==> src/rtl/alu_exec_pkg.sv <==
`default_nettype none
// ============================================================================
// Module      : alu_exec_pkg
// Description : Shared types for the ALU execution unit. Defines the opcode
//               encoding, the controller state encoding and the packed
//               flag-register layout.
// Revision    : 1.0 - initial release
// ============================================================================
package alu_exec_pkg;

  typedef enum logic [2:0] {
    ALU_ADD = 3'b000,
    ALU_SUB = 3'b001,
    ALU_AND = 3'b010,
    ALU_OR  = 3'b011,
    ALU_XOR = 3'b100,
    ALU_SLT = 3'b101,
    ALU_SHL = 3'b110,
    ALU_LDI = 3'b111
  } alu_op_e;

  typedef enum logic [1:0] {
    ST_IDLE = 2'd0,
    ST_READ = 2'd1,
    ST_EXEC = 2'd2,
    ST_WB   = 2'd3
  } exec_state_e;

  // Bit order is {o, c, z, n}.
  typedef struct packed {
    logic o;
    logic c;
    logic z;
    logic n;
  } alu_flags_t;

endpackage : alu_exec_pkg
`default_nettype wire

==> src/rtl/alu_core.sv <==
`default_nettype none
// ============================================================================
// Module      : alu_core
// Description : Purely combinational ALU. Computes the result and the next
//               flag values for one operation.
// Ports       : a, b   - operands (WIDTH)
//               imm    - immediate, used by LDI (WIDTH)
//               op     - operation code (alu_op_e)
//               y      - result (WIDTH)
//               flags  - {o, c, z, n} for this result
// Macro       : ALU_SAT_EN - when defined, ADD/SUB saturate on signed
//               overflow instead of wrapping.
// Revision    : 1.0 - initial release
// ============================================================================
module alu_core
  import alu_exec_pkg::*;
#(
  parameter int WIDTH = 32
) (
  input  logic [WIDTH-1:0] a,
  input  logic [WIDTH-1:0] b,
  input  logic [WIDTH-1:0] imm,
  input  alu_op_e          op,
  output logic [WIDTH-1:0] y,
  output alu_flags_t       flags
);

  localparam int SHW = $clog2(WIDTH);

`ifdef ALU_SAT_EN
  localparam logic [WIDTH-1:0] SMAX = {1'b0, {(WIDTH-1){1'b1}}};
  localparam logic [WIDTH-1:0] SMIN = {1'b1, {(WIDTH-1){1'b0}}};
`endif

  logic [WIDTH:0] sum_ext;
  logic [WIDTH:0] diff_ext;
  logic           add_ovf;
  logic           sub_ovf;
  logic           c_flag;
  logic           o_flag;

  always_comb begin
    // The extra top bit holds carry-out for ADD and borrow for SUB.
    sum_ext  = {1'b0, a} + {1'b0, b};
    diff_ext = {1'b0, a} - {1'b0, b};
    // Signed overflow: result sign disagrees with what the operand signs allow.
    add_ovf  = (a[WIDTH-1] == b[WIDTH-1]) && (sum_ext[WIDTH-1]  != a[WIDTH-1]);
    sub_ovf  = (a[WIDTH-1] != b[WIDTH-1]) && (diff_ext[WIDTH-1] != a[WIDTH-1]);

    y      = '0;
    c_flag = 1'b0;
    o_flag = 1'b0;
    case (op)
      ALU_ADD: begin
        y      = sum_ext[WIDTH-1:0];
        c_flag = sum_ext[WIDTH];
        o_flag = add_ovf;
      end
      ALU_SUB: begin
        y      = diff_ext[WIDTH-1:0];
        c_flag = diff_ext[WIDTH];
        o_flag = sub_ovf;
      end
      ALU_AND: y = a & b;
      ALU_OR:  y = a | b;
      ALU_XOR: y = a ^ b;
      ALU_SLT: y = {{(WIDTH-1){1'b0}}, ($signed(a) < $signed(b))};
      ALU_SHL: y = a << b[SHW-1:0];
      ALU_LDI: y = imm;
      default: y = '0;
    endcase

`ifdef ALU_SAT_EN
    // On overflow the true result's sign is that of operand a, so a
    // non-negative a overflowed upward and a negative a overflowed downward.
    if (((op == ALU_ADD) || (op == ALU_SUB)) && o_flag) begin
      y = a[WIDTH-1] ? SMIN : SMAX;
    end
`endif

    flags.o = o_flag;
    flags.c = c_flag;
    flags.z = (y == '0);
    flags.n = y[WIDTH-1];
  end

endmodule : alu_core
`default_nettype wire

==> src/rtl/alu_exec_unit.sv <==
`default_nettype none
// ============================================================================
// Module      : alu_exec_unit
// Description : Register file, operand latches, ALU and flag register driven
//               by a valid/ready command interface. Each command walks
//               IDLE -> READ -> EXEC -> WB, one command per four cycles.
// Ports       : clk, rst            - clock, synchronous active-high reset
//               cmd_valid/cmd_ready - command handshake
//               cmd_op/dst/srca/srcb/imm - command fields
//               done                - one-cycle pulse during writeback
//               result              - last written result
//               O, C, Z, N          - flag register
//               disp_reg            - contents of register DISP_IDX
// Macro       : ALU_SAT_EN - forwarded to alu_core (saturating ADD/SUB).
// Revision    : 1.0 - initial release
// ============================================================================
module alu_exec_unit
  import alu_exec_pkg::*;
#(
  parameter  int WIDTH    = 32,
  parameter  int NUM_REGS = 8,
  parameter  int DISP_IDX = 7,
  localparam int RW       = $clog2(NUM_REGS)
) (
  input  logic             clk,
  input  logic             rst,
  input  logic             cmd_valid,
  output logic             cmd_ready,
  input  logic [2:0]       cmd_op,
  input  logic [RW-1:0]    cmd_dst,
  input  logic [RW-1:0]    cmd_srca,
  input  logic [RW-1:0]    cmd_srcb,
  input  logic [WIDTH-1:0] cmd_imm,
  output logic             done,
  output logic [WIDTH-1:0] result,
  output logic             O,
  output logic             C,
  output logic             Z,
  output logic             N,
  output logic [WIDTH-1:0] disp_reg
);

  localparam logic [RW-1:0] DISP_SEL = RW'(DISP_IDX);

  exec_state_e      state;
  alu_op_e          op_r;
  logic [RW-1:0]    dst_r;
  logic [RW-1:0]    srca_r;
  logic [RW-1:0]    srcb_r;
  logic [WIDTH-1:0] imm_r;
  logic [WIDTH-1:0] op_a;
  logic [WIDTH-1:0] op_b;
  logic [WIDTH-1:0] regs [NUM_REGS];
  alu_flags_t       flags_r;

  logic [WIDTH-1:0] rd_a;
  logic [WIDTH-1:0] rd_b;
  logic [WIDTH-1:0] alu_y;
  alu_flags_t       alu_flags;

  // R0 is hard-wired to zero on the read side; it is also never written.
  assign rd_a = (srca_r == '0) ? '0 : regs[srca_r];
  assign rd_b = (srcb_r == '0) ? '0 : regs[srcb_r];

  alu_core #(
    .WIDTH (WIDTH)
  ) u_alu_core (
    .a     (op_a),
    .b     (op_b),
    .imm   (imm_r),
    .op    (op_r),
    .y     (alu_y),
    .flags (alu_flags)
  );

  always_ff @(posedge clk) begin
    if (rst) begin
      state     <= ST_IDLE;
      cmd_ready <= 1'b1;
      done      <= 1'b0;
      result    <= '0;
      flags_r   <= '0;
      op_r      <= ALU_ADD;
      dst_r     <= '0;
      srca_r    <= '0;
      srcb_r    <= '0;
      imm_r     <= '0;
      op_a      <= '0;
      op_b      <= '0;
      for (int i = 0; i < NUM_REGS; i++) begin
        regs[i] <= '0;
      end
    end else begin
      done <= 1'b0;
      case (state)
        ST_IDLE: begin
          if (cmd_valid && cmd_ready) begin
            op_r      <= alu_op_e'(cmd_op);
            dst_r     <= cmd_dst;
            srca_r    <= cmd_srca;
            srcb_r    <= cmd_srcb;
            imm_r     <= cmd_imm;
            cmd_ready <= 1'b0;
            state     <= ST_READ;
          end
        end
        ST_READ: begin
          op_a  <= rd_a;
          op_b  <= rd_b;
          state <= ST_EXEC;
        end
        ST_EXEC: begin
          // Result and flags become visible together with the done pulse.
          result  <= alu_y;
          flags_r <= alu_flags;
          done    <= 1'b1;
          state   <= ST_WB;
        end
        ST_WB: begin
          if (dst_r != '0) begin
            regs[dst_r] <= result;
          end
          cmd_ready <= 1'b1;
          state     <= ST_IDLE;
        end
        default: begin
          cmd_ready <= 1'b1;
          state     <= ST_IDLE;
        end
      endcase
    end
  end

  assign O        = flags_r.o;
  assign C        = flags_r.c;
  assign Z        = flags_r.z;
  assign N        = flags_r.n;
  assign disp_reg = regs[DISP_SEL];

endmodule : alu_exec_unit
`default_nettype wire

==> config.mk <==
export PLATFORM = sky130hd
export DESIGN_NAME = alu_exec_unit
export DESIGN_NICKNAME = d
export VERILOG_FILES = /design/src/rtl/alu_exec_pkg.sv /design/src/rtl/alu_core.sv /design/src/rtl/alu_exec_unit.sv
export SDC_FILE = /design/constraint.sdc
export NUM_CORES = 1
export LEC_CHECK = 0
export ABC_AREA = 1
export CORE_UTILIZATION = 35
export CTS_CLUSTER_DIAMETER = 120
export CTS_CLUSTER_SIZE = 12
export DETAILED_ROUTE_END_ITERATION = 12
export GPL_TIMING_DRIVEN = 1
export PLACE_DENSITY = 0.51
export SKIP_LAST_GASP = 1
export SLEW_MARGIN = 20
export SYNTH_ARGS = -nofsm -noshare
export SYNTH_HDL_FRONTEND = slang
export SYNTH_HIERARCHICAL = 1
export SYNTH_SLANG_ARGS = --single-unit
==> constraint.sdc <==
create_clock -name clk -period 3.9 [get_ports clk]
set_input_delay 0.585 -clock clk [delete_from_list [all_inputs] [get_ports clk]]
set_output_delay 0.585 -clock clk [all_outputs]
set_load 0.005 [all_outputs]
==> flow_summary.yaml <==
outcome:
  status: "finished, final reports clean"
synth:
  synth_top_area_cell: "edfxtp_1"
  syn_avg_cell_area_um2: 6.681
  synth_area_mm2: 0.02816
  synth_area_leaders: "edfxtp_1 27%, nand2_1 15%, nand3_1 13%"
  synth_ff_type: "edfxtp_1"
  synth_edf_count: 256
  synth_cell_type_count: 42
  synth_cells: 4215
  ys_warn_count: 6
  synth.top_cell.area_share_pct: 27.30
  async_reset_ff_share_pct: 0
  ys_seq_area_share_pct: 38.25
  synth-seq-cells: 410
die:
  start_util_pct: 35.53
  die_height_um: 285.6
  fp.dieW_um: 285.6
  ios: 117
  coreArea_mm2: 0.07926
  dieArea_mm2: 0.08159
  rows: 103
clock_network:
  hold_buffers: 0
  cts.clk_slew.worst_paths_ns: 0.07
  cts-root-buf: "clkbuf_16"
  cts.htree.levels: 2
  cts_tree: "built"
  cts_resized: 0
  postCtsSetupBuffers: 0
  worstSkewPairLatency_ns: 0.62
  cts_buffers: 42
  cts.sinks: 410
  clk_path_buf_depth: 3
setup_path:
  critical_path.startpoint: "op_a[0]"
  critical_path_class: "reg -> reg"
  cp.required_ns: 4.45
  startpoint_type: "register"
  cp_max_fo: 5
  arrival_ns: 4.29
  crit_path_end_kind: "register"
  critical_path.reg2reg.startpoint: "op_a[0]"
drt:
  vias: 28390
  totalWireLength_um: 122300
  wl_per_cell_um: 22.89
  drt-initial-drc-count: 3240
  dr.pass1.iters: 6
  ant_nets: 0
  post_drt_via_cell_ratio: 5.314
  drc: 0
sta:
  setup-violations-final: 0
  finalHoldViolations: 0
  timing.fmax_mhz: 267.8
  fin_skew_ns: 0.05672
  fin_crit_ns: 3.734
  whs_ns: 0.4343
  fin_ws_ns: 0.1659
  slew_headroom_pct: 26.96
  rsz0062_at_grt: "no"
  maxSlewViolCount: 0
  tns_ns: 0
  min_period_over_period_pct: 95.75
  worst_slew_pin_slew_ns: 1.096
power:
  p_leak_nw: 14.06
  peakVddDrop_uv: 405.5
  p_per_area_mw_per_mm2: 695.7
global_route:
  grt_usage_pct: 29.31
  grt_pass1_wl_um: 177400
  grt_pass1_vias: 26150
  grt_max_degree: 129
  antenna_found_initial: 2
  overflow: 0
placed_design:
  dpl.hpwl_um: 85110
  globalplace.congestion: 1.005
  pre_cts_slack_ns: 0.1475
  postPlaceCellArea_mm2: 0.03034
  port_buffers: 116
cells_and_area:
  multiInputGateArea_mm2: 0.01378
  mostFrequentLayoutCell: "nand2_1"
  seqCellArea_mm2: 0.01078
  utilization_pct: 39.89
  final_cell_mix: "1150 x nand2_1, 750 x nand3_1, 667 x inv_1"
  area_growth_pct: 12.26
  layout-drive-gt1-share_pct: 4.357
  final_net_count: 4412
  antenna_cells: 0
  fillers: 8575
  final_area_mm2: 0.03161
worst_hold_path:
  hold_start: "rst"
  hp-class: "in -> reg"
run:
  drv_cap: 0
-- layout make-up --
cell class / instances / area share (%)
Sequential cell: 410 / 34.10
Tap cell: 1050 / 4.156
Clock inverter: 7 / 0.2968
Multi-Input combinational cell: 2915 / 43.59
Inverter: 681 / 8.118
Timing Repair Buffer: 211 / 6.040
Clock buffer: 68 / 3.701
-- synth_stat cells, types with 4 or more instances --
cell type and n:
nand2_1 1158, nand3_1 751, inv_1 670, nor2_1 396
edfxtp_1 256, a21oi_1 203, dfxtp_1 154, buf_2 131
o21ai_0 120, ha_1 102, clkbuf_1 65, nand4_1 36
o22ai_1 24, buf_6 17, nor3_1 15, buf_4 14
a221oi_1 13, buf_1 11, inv_2 10, o211ai_1 8
o21bai_1 6, a211oi_1 5, and3_1 5, xor2_1 5
a31oi_1 4, and2_1 4, nand2_4 4, nand3_2 4
nand3b_1 4, o2111ai_1 4
-- registers in the layout (all words and copies together) (netlist names), named ones only --
name / flops
op_a: 32
op_r: 3
O: 1
regs: 256
state: 2
Z: 1
srca_r: 3
done: 1
C: 1
result: 32
dst_r: 3
N: 1
cmd_ready: 1
srcb_r: 3
op_b: 32
imm_r: 32
-- metrics by stage --
| step | power (mW) | instances |
|---|---|---|
| floorplan | 13.09 | 4246 |
| global placement | 17.77 | 5267 |
| detailed placement | 17.70 | 5267 |
| CTS | 21.75 | 5342 |
| global route | 23.31 | 5342 |
| finish | 21.99 | 5342 |
-- metal layers --
| layer | share of wire, % | wire, um | vias to the layer above | GRT usage [%] |
|---|---|---|---|---|
| met5 | 0.011 | 13 | - | 0 |
| met4 | 3.7 | 4476 | 2 | 9.853 |
| met3 | 8.0 | 9758 | 211 | 3.900 |
| met2 | 45 | 54510 | 1372 | 46.47 |
| met1 | 44 | 53540 | 13290 | 40.90 |
| li1 | - | - | 13510 | - |
-- critical path, stage by stage (launching register included) --
cell	delay, ns
dfxtp_1	0.42
inv_1	0.11
ha_1	0.27
fa_2	0.42
nor2_2	0.18
nand2_1	0.10
nand3_1	0.20
nand2_1	0.09
nand2_2	0.17
nand2_1	0.10
nand2_1	0.21
nand2_1	0.10
nand2_1	0.10
nand2_1	0.05
nand3_1	0.19
nand2_1	0.09
nand2_1	0.17
nand3_1	0.09
nor2_1	0.20
nand2_1	0.13
nor2_1	0.13
nor2_1	0.06
nor2_1	0.09
-- cell families (layout without fill, tap and decap cells) --
group	count (synthesis)	in the layout	share of synthesized area, %
adders and majority gates	104	104	4.674
DFF	410	410	38.25
and+or+nand+nor	2381	2381	35.86
buffers and inverters	921	967	13.51
xor gates and xnor gates	5	5	0.1555
AOI/OAI and AO/OA	393	393	7.540
other	1	32	0.01332
-- final timing paths --
check | end | slack, ns | cells after the start
worst max-delay path | Z | 0.17 | 22
worst min-delay path | op_b[22] | 0.43 | 2
worst max register to register | Z | 0.17 | 22
worst min register to register | imm_r[20] | 0.44 | 2
-- report_power, final --
part,switching [mW],total (mW),leakage [nW],internal [mW]
clock,1.94,4.02,0.602,2.08
combinational,8.95,12.3,9.57,3.38
sequential,0.492,5.64,3.89,5.15
total,11.4,22.0,14.1,10.6
No activity file was read; power rests on OpenSTA's default activity.
